## src/rtl/fetch_unit.sv

```systemverilog
// Instruction fetch unit: holds the PC, issues one instruction-memory read at a time,
// latches the returned word and computes the next PC when the decoder commits.
module fetch_unit #(
  parameter logic [31:0] RESET_PC = 32'h0000_3000
) (
  input  logic        clk,
  input  logic        rst_n,
  input  logic [1:0]  s_npc,
  input  logic        zero,
  input  logic [31:0] rs_data,
  input  logic        commit,
  output logic        imem_req,
  output logic [31:0] imem_addr,
  input  logic        imem_rvalid,
  input  logic [31:0] imem_rdata,
  output logic [31:0] instr,
  output logic        instr_valid,
  output logic [31:0] pc,
  output logic [31:0] pc_plus4,
  output logic        addr_err
);

  localparam int unsigned XLEN = 32;

  typedef enum logic [1:0] {
    IDLE = 2'd0,
    REQ  = 2'd1,
    HOLD = 2'd2,
    ERR  = 2'd3
  } state_e;

  state_e            state_q, state_d;
  logic [XLEN-1:0]   pc_q, pc_d;
  logic [XLEN-1:0]   pc_plus4_q, pc_plus4_d;
  logic [XLEN-1:0]   instr_q, instr_d;
  logic              instr_valid_q, instr_valid_d;
  logic              imem_req_q, imem_req_d;
  logic              addr_err_q, addr_err_d;
  logic [XLEN-1:0]   br_off;
  logic [XLEN-1:0]   npc;

  // Next-PC selection; pc_plus4_q always tracks pc_q + 4, wrapping mod 2^32.
  always_comb begin
    br_off = {{14{instr_q[15]}}, instr_q[15:0], 2'b00};
    npc    = pc_plus4_q;
    case (s_npc)
      2'b00:   npc = zero ? XLEN'(pc_plus4_q + br_off) : pc_plus4_q;
      2'b01:   npc = {pc_plus4_q[31:28], instr_q[25:0], 2'b00};
      2'b10:   npc = rs_data;
      default: npc = pc_plus4_q;
    endcase
  end

  always_comb begin
    state_d       = state_q;
    pc_d          = pc_q;
    pc_plus4_d    = pc_plus4_q;
    instr_d       = instr_q;
    instr_valid_d = instr_valid_q;
    imem_req_d    = imem_req_q;
    addr_err_d    = addr_err_q;
    case (state_q)
      IDLE: begin
        imem_req_d = 1'b1;
        state_d    = REQ;
      end
      REQ: begin
        if (imem_rvalid) begin
          instr_d       = imem_rdata;
          instr_valid_d = 1'b1;
          imem_req_d    = 1'b0;
          state_d       = HOLD;
        end
      end
      HOLD: begin
        if (commit) begin
          instr_valid_d = 1'b0;
          // A misaligned target is fatal: keep the PC and stop fetching.
          if (npc[1:0] != 2'b00) begin
            addr_err_d = 1'b1;
            imem_req_d = 1'b0;
            state_d    = ERR;
          end else begin
            pc_d       = npc;
            pc_plus4_d = XLEN'(npc + 32'd4);
            imem_req_d = 1'b1;
            state_d    = REQ;
          end
        end
      end
      default: begin
        state_d = ERR;
      end
    endcase
  end

  always_ff @(posedge clk or negedge rst_n) begin
    if (!rst_n) begin
      state_q       <= IDLE;
      pc_q          <= RESET_PC;
      pc_plus4_q    <= XLEN'(RESET_PC + 32'd4);
      instr_q       <= '0;
      instr_valid_q <= 1'b0;
      imem_req_q    <= 1'b0;
      addr_err_q    <= 1'b0;
    end else begin
      state_q       <= state_d;
      pc_q          <= pc_d;
      pc_plus4_q    <= pc_plus4_d;
      instr_q       <= instr_d;
      instr_valid_q <= instr_valid_d;
      imem_req_q    <= imem_req_d;
      addr_err_q    <= addr_err_d;
    end
  end

  assign imem_req    = imem_req_q;
  assign imem_addr   = pc_q;
  assign instr       = instr_q;
  assign instr_valid = instr_valid_q;
  assign pc          = pc_q;
  assign pc_plus4    = pc_plus4_q;
  assign addr_err    = addr_err_q;

endmodule

```

## config.mk

```make
export PLATFORM = sky130hd
export DESIGN_NAME = fetch_unit
export DESIGN_NICKNAME = d
export VERILOG_FILES = /design/src/rtl/fetch_unit.sv
export SDC_FILE = /design/constraint.sdc
export NUM_CORES = 1
export LEC_CHECK = 0
export CAP_MARGIN = 5
export CORE_MARGIN = 5
export CORE_UTILIZATION = 25
export CTS_BUF_LIST = sky130_fd_sc_hd__clkbuf_16
export DETAILED_ROUTE_END_ITERATION = 16
export PLACE_DENSITY_LB_ADDON = 0.2
export SLEW_MARGIN = 20
export SYNTH_ARGS = -nofsm -noshare
export SYNTH_HDL_FRONTEND = slang
export SYNTH_SLANG_ARGS = --single-unit
```

## constraint.sdc

```tcl
create_clock -name clk -period 11.7 [get_ports clk]
set_input_delay 2.34 -clock clk [delete_from_list [all_inputs] [get_ports clk]]
set_output_delay 2.34 -clock clk [all_outputs]
set_load 0.005 [all_outputs]
```

-- After elaboration in Yosys (flattened, before gate mapping)
Cells that the tools add are included.
- bits in read-only memories: 0
- flip-flop bits (word level): 101
- logic and storage cells: 40
- memories: 0
- bits in writable memories: 0
- bits in latches: 0
- bits of input ports: 71
- output and inout port bits: 131
- magnitude comparators: 0
- $mul: 0
- bitwise logic cells: 1
- div/mod/pow operators: 0
- equal/unequal tests: 6
- $add $sub $neg: 2
- shifts and indexed selects: 0
- reductions and logical operators: 11
- muxes and demuxes: 13
- operator list (kind ; number):
    $pmux 32 s3 ; 1
    $add 32x3->32 const B ; 1
    $add 32x32->32 ; 1
    $mux 32 ; 1
    $reduce_and 3->1 ; 4
    $mux 2 ; 3
    $pmux 2 s3 ; 1
    $mux 1 ; 5
    $eq 2x1->1 const B ; 2
    $eq 2x2->1 const B ; 2
    $logic_not 2->1 ; 2
    $ne 2x2->1 const B ; 2
    $reduce_and 2->1 ; 2
    $reduce_bool 2->1 ; 2
    $pmux 1 s3 ; 1
    $reduce_bool 3->1 ; 1
    $pmux 1 s2 ; 1
    $not 1->1 ; 1

-- Logic depth before layout (Yosys ltp)
- word-level depth: 7
- depth in mapped cells: 16
- gate-level depth less buffers: 16

-- Worst setup path after synthesis
OpenSTA, ideal clock, no wires.
- path type: input-to-reg
- start: in s_npc[1]
- end: reg pc_plus4_q[31] (netlist: pc_plus4[31])
- required time: 11.618 ns
- buffers on the path: 1
- slack: 6.355 ns
- library setup time: 0.082 ns
- stages: 10
- arrival time: 5.263 ns
- cell sequence: buf_4 or3b_4 a2111oi_2 a211oi_2 nor4_4 nor3b_4 nand3_2 or4_4 or4_1 a31oi_1
- word-level cells in the longest chain between the ends: 5
- elaborated cells between the ends (all ways): 8
- those cells by class: add/sub (1); eq/ne (2); mux (1); bitwise (1); reduce/logical (3)
- RTL lines (item ; line ; RTL):
    start, declared ; 8 ; input logic [1:0] s_npc,
    $eq 2x2->1, or another cell as far along ; 46 ; case (s_npc)
    $pmux 32 s3 (*) ; 46 ;
    branches (longest 3 deep; another with $add 32x3->32) ; - ;
    end signal, assigned ; 101 ; pc_plus4_q <= XLEN'(RESET_PC + 32'd4);
    end signal, assigned ; 109 ; pc_plus4_q <= pc_plus4_d;
    end, declared ; 34 ; logic [XLEN-1:0] pc_plus4_q, pc_plus4_d;
Mark *: on every way between the ends.
A chain may end at the register's enable or synchronous reset.

-- Worst setup path in the final report
- start: in zero
- end: reg pc_plus4_q[30] (netlist: pc_plus4[30])
- word-level cells in the longest chain between the ends: 5
- elaborated cells between the ends (all ways): 6
- those cells by class: add/sub (1); mux (2); bitwise (1); reduce/logical (2)
- RTL lines (item ; line ; RTL):
    start, declared ; 9 ; input logic zero,
    $mux 32 (*) ; 47 ; 2'b00: npc = zero ? XLEN'(pc_plus4_q + br_off) : pc_plus4_q;
    $pmux 32 s3 (*) ; 46 ;
    branches (longest 3 deep; another with $add 32x3->32) ; - ;
Marked as above.

==> flow_summary.ini <==
[critical_path]
end_kind = flip-flop
worst-path-buf-inv = 2
rrSetupSlack_ns = 6.90
path_delay_family = simple AND/OR/NAND/NOR gates
cpMaxStageDelayCell = nor3b_2
r2r_end = pc_plus4[31]$_DFFE_PN0P_
cp-start-kind = input pin
cp.required_ns = 12.00
cp_common_cell = nand3_1
criticalPathCategory = input pin to flip-flop
timing.rr.start = pc_plus4[2]$_DFFE_PN1P_
arrival_ns = 6.47
worst_r2r_path_depth = 13
cp_max_fo = 26
cpPeakStageDelay_ns = 0.68
cp_cell_sequence = clkdlybuf4s50_1 -> buf_4 -> nor3b_2 -> a22oi_1 -> nor4_1 -> nand4_1 -> nor2_1 -> nand3_1 -> or3_4 -> or4_1 -> nand3_1

[pwr]
power_switching_mw = 1.313
leakagePower_nw = 4.104
combPwrFrac = 0.642
swShare = 0.4665
clkPwrFrac = 0.105
p_int_mw = 1.501
ir_worst_vdd_uv = 85.58
seqPwrFrac = 0.254
cellPowerDensity_mw_per_mm2 = 274.5

[detailed_routing]
drtAntennaViolNets = 0
drtPass1Iterations = 4
routed_wl_um = 29570
dr_total_vias = 7597
route.detailed.drc = 0
drtIter0Drc = 511
routed_via_density = 5.151
avgRoutedWirePerCell_um = 20.05

[die]
die_w_um = 188.7
die-area_mm2 = 0.03561
io_pins = 202
chipHeight_um = 188.7
start_util = 0.2530
rows = 65
core_mm2 = 0.03156

[min_path]
worstHoldEndpoint = addr_err$_DFFE_PN0P_
hp-class = flip-flop to flip-flop
hp-start = addr_err$_DFFE_PN0P_
hold_depth = 1

[sta]
hold_slack_ns = 0.4803
worst_slew_pin_slew_ns = 0.8964
drv_slew = 0
setup_violations = 0
hold_violations = 0
slew_headroom = 0.4024
rsz0062_at_grt = no
min_period_ns = 6.175
fmax_mhz = 161.9
tns_ns = 0
finClkSkew_ns = 0.01111
period_share = 0.5278

[clocking]
cts_max_path_buffers = 2
clkTransAtPathRegs_ns = 0.08
clk_latency_ns = 0.36
postCtsSetupBuffers = 0
ctsHoldBuffers = 0
htree_levels = 3
cts_sinks = 99
tritoncts = built
cts_resized = 0
root_buffer = clkbuf_16
cts_made_buffers = 9

[logic_synthesis]
async_flop_share = 1.000
netlist_instances = 934
ys_warn_count = 0
syn_nets = 1036
netlist_area_mm2 = 0.007984
synthFlopType = dfrtp_1
seq_area_frac_synth = 0.3111
avgSynthCellArea_um2 = 8.548
synth-seq-cells = 99
synth_cell_types = 89
synth-edff-count = 0

[run_status]
outcome = complete, no violations

[grt]
grt_max_degree = 98
grt_pass1_vias = 7499
grt.overflow.total = 0
antenna_found_initial = 0
track_usage = 0.1631
grt_pass1_wl_um = 45530

[placed_design]
gp_congestion = 0.8899
io_buffer_count = 201
hpwl_um = 22280

[finish]
synthToLayoutAreaGrowth_pct = 28.43
drive_gt1_frac = 0.1090
antenna_cells = 0
nFillCells = 3326
nNetsFinal = 1170

[run]
drv_cap = 0
==> cell type report <==
type	instances	area, µm²	share of cell area
Clock buffer	9	225.2	0.02196
Clock inverter	7	38.79	0.003783
Inverter	17	63.81	0.006223
Multi-Input combinational cell	730	4865	0.4744
Sequential cell	99	2484	0.2422
Tap cell	402	503.0	0.04905
Timing Repair Buffer	211	2074	0.2023
==> synth_stat cells (all sizes together) (18+ instances only) <==
master | instances | area [µm²]
clkbuf | 20 | 75.07
mux2 | 33 | 371.6
buf | 68 | 511.7
ha | 30 | 375.4
o21ai | 97 | 496.7
nor2 | 65 | 246.5
a21oi | 59 | 295.3
nand2 | 147 | 551.8
nand3 | 26 | 135.1
nor3 | 18 | 95.09
dfrtp | 94 | 2352
==> worst max path at each step <==
stage | startpoint | endpoint | slack (ns) | cells past startpoint
finish | zero | pc_plus4[30]$_DFFE_PN0P_ | 5.52 | 11
global route | s_npc[0] | pc_plus4[30]$_DFFE_PN0P_ | 5.21 | 12
CTS | zero | pc_plus4[30]$_DFFE_PN0P_ | 5.55 | 11
detailed placement | s_npc[0] | pc_plus4[30]$_DFFE_PN0P_ | 5.16 | 12
global placement | s_npc[0] | pc_plus4[30]$_DFFE_PN0P_ | 5.26 | 12
floorplan | s_npc[1] | pc_plus4[31]$_DFFE_PN0P_ | 6.35 | 10
==> placed cells by master, fill, tap and decap left out, drive strengths merged, types with 6 or more instances in the layout <==
cell,Yosys,routed
clkdlybuf4s50,0,198
nor3,18,18
nor2,65,65
o21ai,97,97
nand2b,11,11
and2,7,7
xnor2,16,16
xor2,16,16
a31oi,9,9
nand2,147,147
a21o,11,11
nand3,26,26
ha,30,30
mux2i,6,6
o21a,7,7
o22ai,6,6
mux4,13,13
mux2,33,33
a211oi,6,6
buf,68,13
dfrtp,94,94
nor4,10,10
or2,12,12
nand4,17,17
a21oi,59,59
inv,17,20
o211ai,9,9
or4,7,7
clkbuf,20,9
or3,8,8
==> sequential cells by signal, summed over array words and instances, names as in the netlist <==
name         flops
imem_addr       32
addr_err         1
instr           32
pc_plus4        30
instr_valid      1
imem_req         1
state_q          2
==> cell families (layout without fill, tap and decap cells) <==
family | count (synthesis) | in the layout | share of synthesized area
AO/OA/AOI/OAI | 259 | 259 | 0.2111
XOR/XNOR | 32 | 32 | 0.03510
adder cells (fa/ha/maj) | 31 | 31 | 0.04952
buffers and inverters | 105 | 244 | 0.08149
flip-flops | 99 | 99 | 0.3111
multiplexers | 52 | 52 | 0.09074
AND/OR/NAND/NOR | 356 | 356 | 0.2210
==> power groups by stage <==
stage	logic, mW	registers (mW)	clock network, mW
floorplan	1.12	0.661	0
global placement	1.80	0.722	0
finish	1.81	0.714	0.295
detailed placement	1.80	0.725	0
CTS	1.81	0.721	0.308
global route	1.98	0.747	0.320
==> per-stage QoR <==
stage | worst slack (ns) | cell area, µm² | power, mW | util | cells
floorplan | 6.355 | 7984 | 1.785 | - | 934
global placement | 5.256 | 9990 | 2.523 | 0.3166 | 1459
detailed placement | 5.164 | 9990 | 2.520 | 0.3166 | 1459
CTS | 5.549 | 10250 | 2.836 | 0.3249 | 1475
global route | 5.213 | 10250 | 3.046 | 0.3249 | 1475
finish | 5.525 | 10250 | 2.814 | 0.3249 | 1475
==> routing by layer <==
layer / global-route usage / wire length, µm / share of wire / vias up
met5: 0 / 0 / 0 / -
met3: 0.02686 / 1402 / 0.047 / 31
met4: 0.04765 / 677 / 0.023 / 0
met2: 0.2551 / 13310 / 0.45 / 243
li1: - / - / - / 3647
met1: 0.2321 / 14180 / 0.48 / 3676
No activity file was read; power rests on OpenSTA's default activity.
